===== config.mk =====
export PLATFORM = sky130hd
export DESIGN_NAME = max_pool_2x2
export DESIGN_NICKNAME = d
export VERILOG_FILES = /design/src/rtl/max_pool_2x2_pkg.sv /design/src/rtl/max_pool_2x2_line_buf.sv /design/src/rtl/max_pool_2x2.sv
export SDC_FILE = /design/constraint.sdc
export NUM_CORES = 1
export LEC_CHECK = 0
export ABC_AREA = 0
export BUFFER_PORTS_ARGS = -buffer_cell sky130_fd_sc_hd__buf_2
export CAP_MARGIN = 20
export CORE_ASPECT_RATIO = 1.5
export CORE_MARGIN = 5
export CORE_UTILIZATION = 62
export CTS_CLUSTER_SIZE = 24
export DETAILED_ROUTE_END_ITERATION = 10
export GPL_TIMING_DRIVEN = 0
export PLACE_DENSITY_LB_ADDON = 0.12
export SLEW_MARGIN = 20
export SYNTH_ARGS = -nofsm -noshare
export SYNTH_HDL_FRONTEND = slang
export SYNTH_SLANG_ARGS = --single-unit

===== constraint.sdc =====
create_clock -name clk -period 4.81 [get_ports clk]
set_input_delay 0.481 -clock clk [delete_from_list [all_inputs] [get_ports clk]]
set_output_delay 0.481 -clock clk [all_outputs]
set_load 0.05 [all_outputs]

===== src/rtl/max_pool_2x2_pkg.sv =====
// Shared defaults and the signed max helper for the 2x2 max-pool block.
// The helper works at MAX_DW bits; callers sign-extend narrower pixels into it.
package max_pool_2x2_pkg;

  localparam int DEF_DATA_WIDTH = 32;
  localparam int DEF_IMG_WIDTH  = 28;
  localparam int DEF_IMG_HEIGHT = 28;
  localparam int MAX_DW         = 64;

  function automatic logic signed [MAX_DW-1:0] smax(
    input logic signed [MAX_DW-1:0] a,
    input logic signed [MAX_DW-1:0] b
  );
    return (a > b) ? a : b;
  endfunction

endpackage


===== src/rtl/max_pool_2x2_line_buf.sv =====
// Half-row line buffer holding the per-column-pair maxima of the even row.
// Single clock, one write port, combinational read, contents never reset.
module pool_line_buf #(
  parameter int DATA_WIDTH = 32,
  parameter int DEPTH      = 14,
  parameter int AW         = 4
) (
  input  logic                  clk,
  input  logic                  we_i,
  input  logic [AW-1:0]         waddr_i,
  input  logic [DATA_WIDTH-1:0] wdata_i,
  input  logic [AW-1:0]         raddr_i,
  output logic [DATA_WIDTH-1:0] rdata_o
);

  logic [DATA_WIDTH-1:0] mem_q [DEPTH];

  always_ff @(posedge clk) begin
    if (we_i) mem_q[waddr_i] <= wdata_i;
  end

  assign rdata_o = mem_q[raddr_i];

endmodule


===== src/rtl/max_pool_2x2.sv =====
// Streaming 2x2/stride-2 signed max pooling over raster-order pixels; one result per window,
// one cycle after its bottom-right pixel. Optional frame_done output under MAX_POOL_FRAME_DONE_EN.
module max_pool_2x2
  import max_pool_2x2_pkg::*;
#(
  parameter int DATA_WIDTH = DEF_DATA_WIDTH,
  parameter int IMG_WIDTH  = DEF_IMG_WIDTH,
  parameter int IMG_HEIGHT = DEF_IMG_HEIGHT
) (
  input  logic                  clk,
  input  logic                  rst,
  input  logic                  in_valid,
  output logic                  in_ready,
  input  logic [DATA_WIDTH-1:0] in_data,
  output logic                  out_valid,
  input  logic                  out_ready,
  output logic [DATA_WIDTH-1:0] out_data
`ifdef MAX_POOL_FRAME_DONE_EN
  ,
  output logic                  frame_done
`endif
);

  localparam int CW       = $clog2(IMG_WIDTH);
  localparam int RW       = $clog2(IMG_HEIGHT);
  localparam int LB_DEPTH = IMG_WIDTH / 2;
  localparam int AW       = (LB_DEPTH > 1) ? $clog2(LB_DEPTH) : 1;

  function automatic logic [DATA_WIDTH-1:0] max_dw(
    input logic [DATA_WIDTH-1:0] a,
    input logic [DATA_WIDTH-1:0] b
  );
    logic signed [MAX_DW-1:0] r;
    r = smax(MAX_DW'($signed(a)), MAX_DW'($signed(b)));
    return r[DATA_WIDTH-1:0];
  endfunction

  logic [CW-1:0]         col_q, col_d;
  logic [RW-1:0]         row_q, row_d;
  logic [DATA_WIDTH-1:0] h_q, h_d;
  logic [DATA_WIDTH-1:0] out_data_q, out_data_d;
  logic                  out_valid_q, out_valid_d;

  logic                  in_fire, out_fire, res_load;
  logic                  col_last, row_last;
  logic                  lb_we;
  logic [AW-1:0]         lb_addr;
  logic [DATA_WIDTH-1:0] lb_wdata, lb_rdata;

  assign in_ready  = !out_valid_q || out_ready;
  assign in_fire   = in_valid && in_ready;
  assign out_fire  = out_valid_q && out_ready;
  assign res_load  = in_fire && row_q[0] && col_q[0];
  assign col_last  = (col_q == CW'(IMG_WIDTH - 1));
  assign row_last  = (row_q == RW'(IMG_HEIGHT - 1));
  assign lb_addr   = AW'(col_q >> 1);
  assign out_valid = out_valid_q;
  assign out_data  = out_data_q;

  pool_line_buf #(
    .DATA_WIDTH(DATA_WIDTH),
    .DEPTH     (LB_DEPTH),
    .AW        (AW)
  ) u_line_buf (
    .clk    (clk),
    .we_i   (lb_we),
    .waddr_i(lb_addr),
    .wdata_i(lb_wdata),
    .raddr_i(lb_addr),
    .rdata_o(lb_rdata)
  );

  always_comb begin
    col_d       = col_q;
    row_d       = row_q;
    h_d         = h_q;
    out_data_d  = out_data_q;
    out_valid_d = out_valid_q;
    lb_we       = 1'b0;
    lb_wdata    = max_dw(h_q, in_data);

    if (out_fire) out_valid_d = 1'b0;

    if (in_fire) begin
      if (col_last) begin
        col_d = '0;
        row_d = row_last ? '0 : row_q + 1'b1;
      end else begin
        col_d = col_q + 1'b1;
      end

      // {odd row, odd col} selects the window phase of this pixel.
      case ({row_q[0], col_q[0]})
        2'b00:   h_d = in_data;
        2'b01:   lb_we = 1'b1;
        2'b10:   h_d = max_dw(lb_rdata, in_data);
        default: begin
          out_data_d  = max_dw(h_q, in_data);
          out_valid_d = 1'b1;
        end
      endcase
    end
  end

  always_ff @(posedge clk or posedge rst) begin
    if (rst) begin
      col_q       <= '0;
      row_q       <= '0;
      h_q         <= '0;
      out_data_q  <= '0;
      out_valid_q <= 1'b0;
    end else begin
      col_q       <= col_d;
      row_q       <= row_d;
      h_q         <= h_d;
      out_data_q  <= out_data_d;
      out_valid_q <= out_valid_d;
    end
  end

`ifdef MAX_POOL_FRAME_DONE_EN
  logic last_q;

  // Tags the held result as the frame's final window until it is replaced.
  always_ff @(posedge clk or posedge rst) begin
    if (rst) begin
      last_q <= 1'b0;
    end else if (res_load) begin
      last_q <= row_last && col_last;
    end
  end

  assign frame_done = out_fire && last_q;
`else
  logic unused_res_load;
  assign unused_res_load = res_load;
`endif

endmodule


==> results.py, run 1 <==
metrics = {
    "status": {
        "outcome": "finished, final reports clean",
    },
    "cells_and_area": {
        "fillerInstances": 2371,
        "insertedDiodeCount": 0,
        "area_delta_synth_final_pct": 13.6,
        "nNetsFinal": 1684,
        "drive_gt1_share_pct": 24.4,
    },
    "synthesis": {
        "synth-compound-area-share_pct": 8.22,
        "synth_xor_area_share_pct": 0.0377,
        "muxShareOfSynthArea_pct": 14.2,
        "avgSynthCellArea_um2": 16.1,
        "synth_area_leaders": "edfxtp_1 (58%), mux4_2 (9.3%), dfrtp_1 (8.1%)",
        "synth_most_common_cell": "edfxtp_1",
        "synth_top_area_share_pct": 57.9,
        "synth_top_family_by_area": "multiplexers",
        "synth_edf_count": 448,
        "async_flop_share_pct": 14.3,
        "yosysUniqueCellTypes": 51,
        "yosys_warnings": 0,
        "synth-seq-cells": 523,
        "synth-main-ff-cell": "edfxtp_1",
        "syn_area_um2": 23200,
        "yosys.area.top_type": "edfxtp_1",
        "synth-simple-area-share_pct": 5.43,
        "synth_common_cells": "edfxtp_1 (448), mux4_2 (96), nand2_1 (91)",
        "synthAdderAreaFrac_pct": 3.55,
        "synth_cells": 1447,
        "ys_seq_area_share_pct": 66.0,
        "syn-num-nets": 1549,
    },
    "sta": {
        "timing_worst_slew_pin_value_ps": 956,
        "setup_tns_ps": 0,
        "hold_viol_final": 0,
        "fin_ws_ps": 190,
        "maxSlewHeadroom_pct": 36.3,
        "fmax_ghz": 0.216,
        "skew_ps": 14.4,
        "period_needed_ps": 4620,
        "setup_viol": 0,
        "rsz0062_at_grt": "yes",
        "drv_slew": 0,
        "finalCritPeriodShare_pct": 96.1,
    },
    "critical_path": {
        "crit_path_max_incr_delay_ps": 680,
        "crit_path_start": "col_q[3]",
        "cp_max_fo": 10,
        "cp.arrival_ps": 5060,
        "cp-start-kind": "register",
        "timing.rr.start": "col_q[3]",
        "slowest_stage": "clkbuf_1",
        "crit_path_end_kind": "register",
        "reg2reg_to": "h_q[7]",
        "timing.reg2reg.setup_slack_ps": 190,
        "cp.required_ps": 5250,
        "path_class": "reg -> reg",
        "endpoint": "h_q[7]",
        "path_common_cell": "a21oi_1",
        "path_cells": "clkbuf_2 > nand2b_1 > clkbuf_1 > o22ai_1 > a21oi_1 > ha_1 > a21oi_1 > nand2_1 > a21oi_1 > a21o_1 > and3_1 > clkbuf_1 > buf_2 > o211ai_1",
        "reg2reg_depth": 14,
    },
    "grt": {
        "use_met2_pct": 50.9,
        "met3_usage_pct": 3.39,
        "grt.overflow.total": 0,
        "track_usage_pct": 28.1,
        "antenna_found_initial": 0,
        "grt_pass1_wl_um": 87200,
        "grt_use_met1_pct": 34.3,
        "grt_busiest_layer": "met2",
        "grt_max_degree": 55,
        "first_global_vias": 14515,
    },
    "placed_design": {
        "port_buffers": 69,
        "hpwl_um": 41800,
        "post-place-ws_ps": -536,
        "gp_congestion": 0.938,
    },
    "routing": {
        "wirelength_um": 57900,
        "ant_nets": 0,
        "drc": 0,
        "via_count": 13970,
        "wl_per_cell_um": 27.5,
        "drt_iter0_drc": 1384,
        "vias_per_cell": 6.63,
        "drt_pass1_iterations": 5,
    },
    "power_and_ir_drop": {
        "ir_worst_vdd_mv": 0.488,
        "power_per_cell_area_nw_per_um2": 670,
        "leakage_nw": 9.20,
    },
    "clock_network": {
        "path_clk_slew_ps": 70,
        "clock-sinks": 523,
        "h-tree-depth": 2,
        "cts_buffers": 47,
        "cts_tree": "done",
        "cts_root_buf": "clkbuf_16",
        "clock_path_buffers": 3,
        "clock_latency_ps": 580,
    },
    "floorplanning": {
        "dieArea_um2": 41500,
        "die_h_um": 247,
        "die-width_um": 168,
        "core_um2": 37300,
        "start_util_pct": 62.2,
        "rows": 87,
        "ios": 70,
    },
    "flow_run": {
        "cap_viol_max_count": 0,
    },
    "hold_path": {
        "hp-class": "in -> reg",
    },
}
-- worst max-delay path, delay by kind of cell, from the launching register on --
family / cells / cell delay, ps
compound gates: 6 / 1470
flops: 1 / 390
simple gates: 3 / 760
fa+ha+maj: 1 / 330
buf+inv: 4 / 1520
-- cell families (layout without fill, tap and decap cells) --
kind of cell / after synthesis / after routing
AO/OA/AOI/OAI: 252 / 252
XOR/XNOR: 1 / 1
adder cells (fa/ha/maj): 66 / 66
buffers and inverters: 143 / 314
flip-flops: 523 / 523
multiplexers: 194 / 194
AND/OR/NAND/NOR: 268 / 268
-- flip-flops by register name, indices dropped and copies added, names as in the netlist --
register	cells
h_q	32
u_line_buf.mem_q	448
out_valid	1
col_q	5
out_data	32
row_q	5
-- routing by layer --
metal	part of all wire, %	routed length (um)
met3	6.2	3570
met2	53	30700
met1	36	21000
met5	0	0
met4	4.5	2620
-- worst min-delay path by stage --
stage                            from  cells past startpoint  slack, ps      endpoint
after CTS                  in_data[0]                      3        230   out_data[0]
after global placement    out_data[0]                      2        480   out_data[0]
final                      in_data[0]                      3        240   out_data[0]
after detailed placement          rst                      2        470  out_data[24]
after floorplan              row_q[3]                      1        500      row_q[3]
after global routing       in_data[0]                      3        250   out_data[0]
-- final cells by class --
type                    count  area [um2]  area share (%)
well taps                 489         612            2.32
repair buffers             89         856            3.24
inverters                  35         134           0.507
plain buffers             105         489            1.85
multi-input cells         781        7430            28.2
clock inverters            32         338            1.28
flip-flops and latches    523       15300            58.1
clock buffers              53        1200            4.54
-- power breakdown --
group          internal [mW]  switching (mW)
Sequential              6.35           0.314
Combinational           2.52            4.72
Clock                   2.12            1.65
Total                   11.0            6.69
-- metrics by stage --
stage               hold slack [ps]  total power [mW]  std cells  cell area [um2]  utilization, %
floorplan                       499              11.6       1447            23200               -
global placement                476              13.6       2005            24200            64.8
detailed placement              469              13.9       2024            24800            66.4
CTS                             225              17.7       2110            26400            70.6
global route                    255              18.5       2107            26400            70.7
finish                          239              17.7       2107            26400            70.7
-- layout by cell type (no fill, tap or decap), drive strengths merged, types with 9 or more instances in the layout --
| cell type | netlist | routed |
|---|---|---|
| o2111ai | 32 | 32 |
| a2bb2oi | 32 | 32 |
| mux2i | 32 | 32 |
| mux4 | 96 | 96 |
| a21oi | 56 | 56 |
| inv | 35 | 36 |
| nand4 | 48 | 48 |
| o22ai | 32 | 32 |
| edfxtp | 448 | 448 |
| dfrtp | 75 | 75 |
| nand2 | 91 | 91 |
| o21ai | 9 | 9 |
| mux2 | 66 | 66 |
| a21o | 11 | 11 |
| buf | 39 | 127 |
| o311ai | 31 | 31 |
| clkbuf | 69 | 119 |
| nand3 | 45 | 45 |
| clkinv | 0 | 22 |
| o211ai | 35 | 35 |
| ha | 66 | 66 |
| nor2 | 55 | 55 |
-- what timing repair did --
action	4_1_cts	5_1_grt
hold endpoints to repair	21	0
setup buffers	0	0
setup endpoints to repair	32	32
hold buffers	1	0
resized for setup	16	15
No activity file was read; power rests on OpenSTA's default activity.
==> run 2: changes to the inputs <==
Settings changed: CORE_MARGIN 5 to 2, PLACE_DENSITY_LB_ADDON 0.12 to 0.2.
==> results.py, run 2 (same netlist as run 1, synthesis figures left out) <==
metrics = {
    "grt": {
        "antenna_found_initial": 0,
        "grt.overflow.total": 0,
        "grt_max_degree": 53,
        "grt_pass1_wl_um": 89900,
        "first_global_vias": 14730,
        "track_usage_pct": 31.5,
    },
    "cells_and_area": {
        "fin_cells": 2098,
        "nNetsFinal": 1684,
        "area_delta_synth_final_pct": 12.8,
        "layout_commonest_cell": "edfxtp_1",
        "insertedDiodeCount": 0,
        "drive_gt1_share_pct": 23.9,
        "final_cell_mix": "edfxtp_1 (448), mux4_2 (96), nand2_1 (91)",
        "fillerInstances": 2335,
        "largest_register": "u_line_buf.mem_q",
        "largest_reg_flops": 448,
    },
    "placed_design": {
        "port_buffers": 69,
        "gp_congestion": 0.959,
        "numPlacedInstances": 2019,
        "hpwl_um": 42100,
    },
    "clock_network": {
        "clock_latency_ps": 580,
        "path_clk_slew_ps": 70,
        "cts_buffers": 47,
        "h-tree-depth": 2,
        "clock_path_buffers": 3,
        "cts_root_buf": "clkbuf_16",
        "cts_tree": "done",
        "clock-sinks": 523,
    },
    "flow_run": {
        "cap_viol_max_count": 0,
    },
    "sta": {
        "drv_slew": 0,
        "skew_ps": 23.1,
        "fmax_ghz": 0.212,
        "rsz0062_at_grt": "no",
        "finalCritPeriodShare_pct": 98.0,
        "hold_viol_final": 0,
        "setup_viol": 0,
        "period_needed_ps": 4710,
        "maxSlewHeadroom_pct": 41.3,
        "timing_worst_slew_pin_value_ps": 881,
    },
    "routing": {
        "wl_per_cell_um": 28.5,
        "ant_nets": 0,
        "via_count": 14139,
        "drt_iter0_drc": 1263,
        "drt_pass1_iterations": 9,
        "drc": 0,
        "wirelength_um": 59900,
        "vias_per_cell": 6.74,
    },
    "floorplanning": {
        "core_um2": 36800,
        "die-width_um": 162,
        "ios": 70,
        "start_util_pct": 63.1,
        "rows": 86,
        "die_h_um": 241,
        "dieArea_um2": 39100,
    },
    "critical_path": {
        "cp.arrival_ps": 5150,
        "cp-start-kind": "register",
        "crit_path_max_incr_delay_ps": 610,
        "crit_path_end_kind": "register",
        "cp.required_ps": 5250,
        "timing.reg2reg.setup_slack_ps": 100,
        "cp_max_fo": 10,
        "path_class": "reg -> reg",
        "path_cells": "buf_2 > clkbuf_2 > mux4_2 > o22ai_1 > a21oi_1 > ha_1 > a21oi_1 > o21ai_0 > a221o_1 > a22oi_2 > and3_1 > clkbuf_1 > buf_2 > o211ai_1",
        "slowest_stage": "dfrtp_1",
    },
    "power_and_ir_drop": {
        "leakage_nw": 9.10,
        "power_per_cell_area_nw_per_um2": 665,
        "clock_power_share_pct": 19.8,
        "power_switching_mw": 6.73,
        "swShare_pct": 38.6,
        "ir_worst_vdd_mv": 0.467,
        "p_seq_share_pct": 38.3,
        "power_mw": 17.4,
        "internal-power_mw": 10.7,
        "p_comb_share_pct": 41.9,
    },
    "status": {
        "outcome": "finished, final reports clean",
    },
    "hold_path": {
        "hp-class": "in -> reg",
    },
}
-- run 2: cell types whose count changed in the layout (fill, tap and decap cells not counted), sizes merged --
cell / previous run / this run
clkinvlp: 3 / 4
clkbuf: 119 / 126
inv: 36 / 38
buf: 127 / 128
clkinv: 22 / 13
bufinv: 6 / 0
-- run 2: power groups by stage --
| stage | Combinational (mW) | Sequential [mW] | Clock (mW) |
|---|---|---|---|
| final | 7.31 | 6.69 | 3.45 |
| after global placement | 6.80 | 6.74 | 0 |
| after global routing | 7.84 | 6.73 | 3.64 |
| after detailed placement | 7.18 | 6.75 | 0 |
| after CTS | 7.27 | 6.67 | 3.48 |
| after floorplan | 4.45 | 7.14 | 0 |
-- run 2: repair_timing --
item / 4_1_cts / 5_1_grt
hold buffers: 1 / 0
buffers inserted: 1 / 0
setup endpoints to repair: 32 / 32
gates resized for setup: 19 / 7
endpoints found under the hold margin: 23 / 0
pin swaps: 1 / 0
-- run 2: metrics by stage --
| stage | area (um2) | util, % | setup TNS (ps) | setup WS, ps | hold WS, ps |
|---|---|---|---|---|---|
| final | 26200 | 71.2 | 0 | 97.3 | 241 |
| after global routing | 26200 | 71.2 | 0 | 20.7 | 246 |
| after CTS | 26200 | 71.3 | 0 | 110 | 227 |
| after detailed placement | 24800 | 67.4 | -20420 | -669 | 484 |
| after global placement | 24200 | 65.7 | -37640 | -619 | 478 |
| after floorplan | 23200 | - | 0 | 987 | 499 |
-- run 2: path summary, 6_finish.rpt --
path | cells past startpoint | endpoint | startpoint
min in group asynchronous | 3 | h_q[31] | rst
max in group asynchronous | 4 | out_data[8] | rst
setup / recovery | 14 | h_q[20] | col_q[2]
hold / removal | 3 | out_valid | out_ready
hold reg to reg | 2 | out_data[0] | out_data[0]
setup reg to reg | 14 | h_q[20] | col_q[2]
-- run 2: cell type report --
class | instances | area (um2) | share of cell area [%]
inverter | 35 | 134 | 0.511
buffer | 104 | 483 | 1.84
clock buffer | 61 | 1230 | 4.69
tap | 484 | 606 | 2.31
clock inverter | 20 | 146 | 0.558
multi-input combinational | 781 | 7430 | 28.3
sequential | 523 | 15300 | 58.5
timing repair buffer | 90 | 863 | 3.29
-- run 2: per-layer routing --
metal / part of all wire (%) / global-route usage (%) / routed length [um]
met1: 36 / 36.7 / 21400
met4: 5.2 / 16.0 / 3090
met5: 0 / 0 / 0
met3: 5.8 / 4.33 / 3500
met2: 53 / 57.3 / 31900
-- run 2: worst max-delay path, delay by kind of cell (launching register included) --
kind	cells	cell delay, ps
AOI/OAI and AO/OA	7	1870
adders and majority gates	1	330
buffers and inverters	4	1290
DFF	1	610
muxes	1	270
and+or+nand+nor	1	190
==> run 3: changes to the inputs <==
Settings changed: PLACE_DENSITY set to 0.79, PLACE_DENSITY_LB_ADDON 0.2 to not set.
==> results.py, run 3 (same netlist as run 1, synthesis figures left out) <==
metrics = {
    "sta": {
        "maxSlewHeadroom_pct": 27.3,
        "rsz0062_at_grt": "no",
        "fmax_ghz": 0.208,
        "skew_ps": 27.1,
        "period_needed_ps": 4810,
        "setup_viol": 1,
        "finalCritPeriodShare_pct": 100,
        "fin_ws_ps": -1.23,
        "drv_slew": 0,
        "setup_tns_ps": -1.23,
        "hold_viol_final": 0,
        "timing.hold.ws_ps": 233,
        "timing_worst_slew_pin_value_ps": 1090,
    },
    "cells_and_area": {
        "final_cell_mix": "edfxtp_1 (448), mux4_2 (96), nand2_1 (91)",
        "fin_cells": 2099,
        "multi_input_area_um2": 7430,
        "nNetsFinal": 1682,
        "largest_reg_flops": 448,
        "area_delta_synth_final_pct": 13.0,
        "drive_gt1_share_pct": 24.4,
        "seq_area_um2": 15300,
        "fillerInstances": 2223,
        "largest_register": "u_line_buf.mem_q",
        "layout_commonest_cell": "edfxtp_1",
        "fin_area_um2": 26300,
    },
    "grt": {
        "grt_max_degree": 55,
        "grt.overflow.total": 0,
        "first_global_vias": 15229,
        "antenna_found_initial": 1,
        "track_usage_pct": 31.5,
        "grt_pass1_wl_um": 90200,
    },
    "power_and_ir_drop": {
        "ir_worst_vdd_mv": 0.539,
        "power_per_cell_area_nw_per_um2": 676,
        "leakage_nw": 9.13,
    },
    "routing": {
        "drc": 0,
        "via_count": 14525,
        "drt_pass1_iterations": 5,
        "drt_iter0_drc": 1457,
        "vias_per_cell": 6.92,
        "wl_per_cell_um": 28.5,
        "wirelength_um": 59900,
        "ant_nets": 0,
    },
    "floorplanning": {
        "ios": 70,
        "rows": 86,
        "start_util_pct": 63.1,
        "core_um2": 36800,
        "dieArea_um2": 39100,
        "die_h_um": 241,
        "die-width_um": 162,
    },
    "status": {
        "violations": "setup timing",
        "outcome": "finished, violations left",
    },
    "clock_network": {
        "cts_buffers": 46,
        "clock-sinks": 523,
        "cts_root_buf": "clkbuf_16",
        "path_clk_slew_ps": 70,
        "cts_tree": "done",
        "h-tree-depth": 2,
        "clock_path_buffers": 3,
        "clock_latency_ps": 580,
    },
    "critical_path": {
        "path_class": "reg -> reg",
        "crit_family": "buffers and inverters",
        "timing.rr.start": "col_q[4]",
        "path_common_cell": "clkbuf_1",
        "cp.arrival_ps": 5290,
        "cp.required_ps": 5290,
        "slowest_stage": "clkbuf_1",
        "path_cells": "buf_2 > clkbuf_1 > mux2i_1 > a21oi_1 > ha_1 > nand4_1 > nor3_2 > nand3_1 > o31a_1 > clkbuf_1 > clkbuf_2 > a2bb2oi_1 > o211ai_1",
        "cp_max_fo": 10,
        "cp-start-kind": "register",
        "cp_num_buf_inv": 4,
        "crit_path_end_kind": "register",
        "crit_path_start": "col_q[4]",
        "crit_path_max_incr_delay_ps": 850,
    },
    "hold_path": {
        "hp-class": "in -> reg",
        "holdCritStartpoint": "out_ready",
    },
    "placed_design": {
        "port_buffers": 69,
        "placement.cell_area_um2": 24700,
        "hpwl_um": 41000,
        "numPlacedInstances": 2017,
        "gp_congestion": 0.968,
    },
    "flow_run": {
        "cap_viol_max_count": 0,
    },
}
==> run 3: cell count changes in the layout (fill, tap and decap cells not counted), moves of 2 or more <==
| cell | before | now |
|---|---|---|
| bufinv_16 | 0 | 5 |
| buf_16 | 16 | 8 |
| inv_16 | 2 | 0 |
| clkbuf_1 | 68 | 61 |
| clkbuf_4 | 0 | 2 |
| clkinv_4 | 3 | 1 |
| clkinv_2 | 5 | 7 |
| inv_6 | 1 | 4 |
| buf_12 | 3 | 9 |
==> run 3: final timing paths <==
kind	end	slack [ps]	depth (start not counted)
max in group asynchronous	row_q[3]	3780	4
min reg2reg	out_data[26]	500	2
max reg2reg	h_q[18]	-1	13
min	out_valid	230	3
max	h_q[18]	-1	13
min in group asynchronous	out_data[25]	420	3
==> run 3: cell type report <==
class                           count  share of cell area (%)
Antenna cell                        1                 0.00953
Buffer                            105                    1.86
Clock buffer                       54                    4.58
Clock inverter                     28                    1.16
Inverter                           35                   0.510
Multi-Input combinational cell    781                    28.3
Sequential cell                   523                    58.4
Tap cell                          484                    2.31
Timing Repair Buffer               88                    2.91
==> run 3: power by group <==
group / total [mW] / leakage [nW] / internal (mW) / switching (mW)
Combinational: 7.33 / 3.38 / 2.53 / 4.80
Clock: 3.74 / 0.730 / 2.08 / 1.66
Sequential: 6.69 / 5.01 / 6.35 / 0.336
==> run 3: metrics by stage <==
| stage | power, mW | utilization, % | setup slack [ps] |
|---|---|---|---|
| after floorplan | 11.6 | - | 987 |
| after global placement | 13.5 | 65.7 | -583 |
| after detailed placement | 13.8 | 67.1 | -617 |
| after CTS | 17.6 | 71.3 | 24.6 |
| after global routing | 18.4 | 71.4 | 28.4 |
| final | 17.8 | 71.4 | -1.23 |
==> run 3: worst register-to-register path: cells and delay by family (launching register included) <==
family          cells  cell delay [ps]
buf+inv             4             1810
compound gates      4              870
simple gates        3              940
flops               1              360
fa+ha+maj           1              400
mux                 1              340
==> run 3: per-layer routing <==
metal	vias up	global-route usage [%]	wire [um]	share of wire (%)
met5	-	0	0	0
met1	7283	35.8	20400	34
met3	274	5.19	4140	6.9
met2	863	56.0	31400	52
met4	0	19.0	3930	6.6
li1	6105	-	-	-
==> run 3: timing repair <==
action / in CTS / in global routing
hold buffers: 1 / 0
buffers inserted: 0 / 1
pin swaps: 0 / 1
endpoints found under the hold margin: 21 / 0
endpoints found under the setup margin: 32 / 32
gates resized for setup: 19 / 12
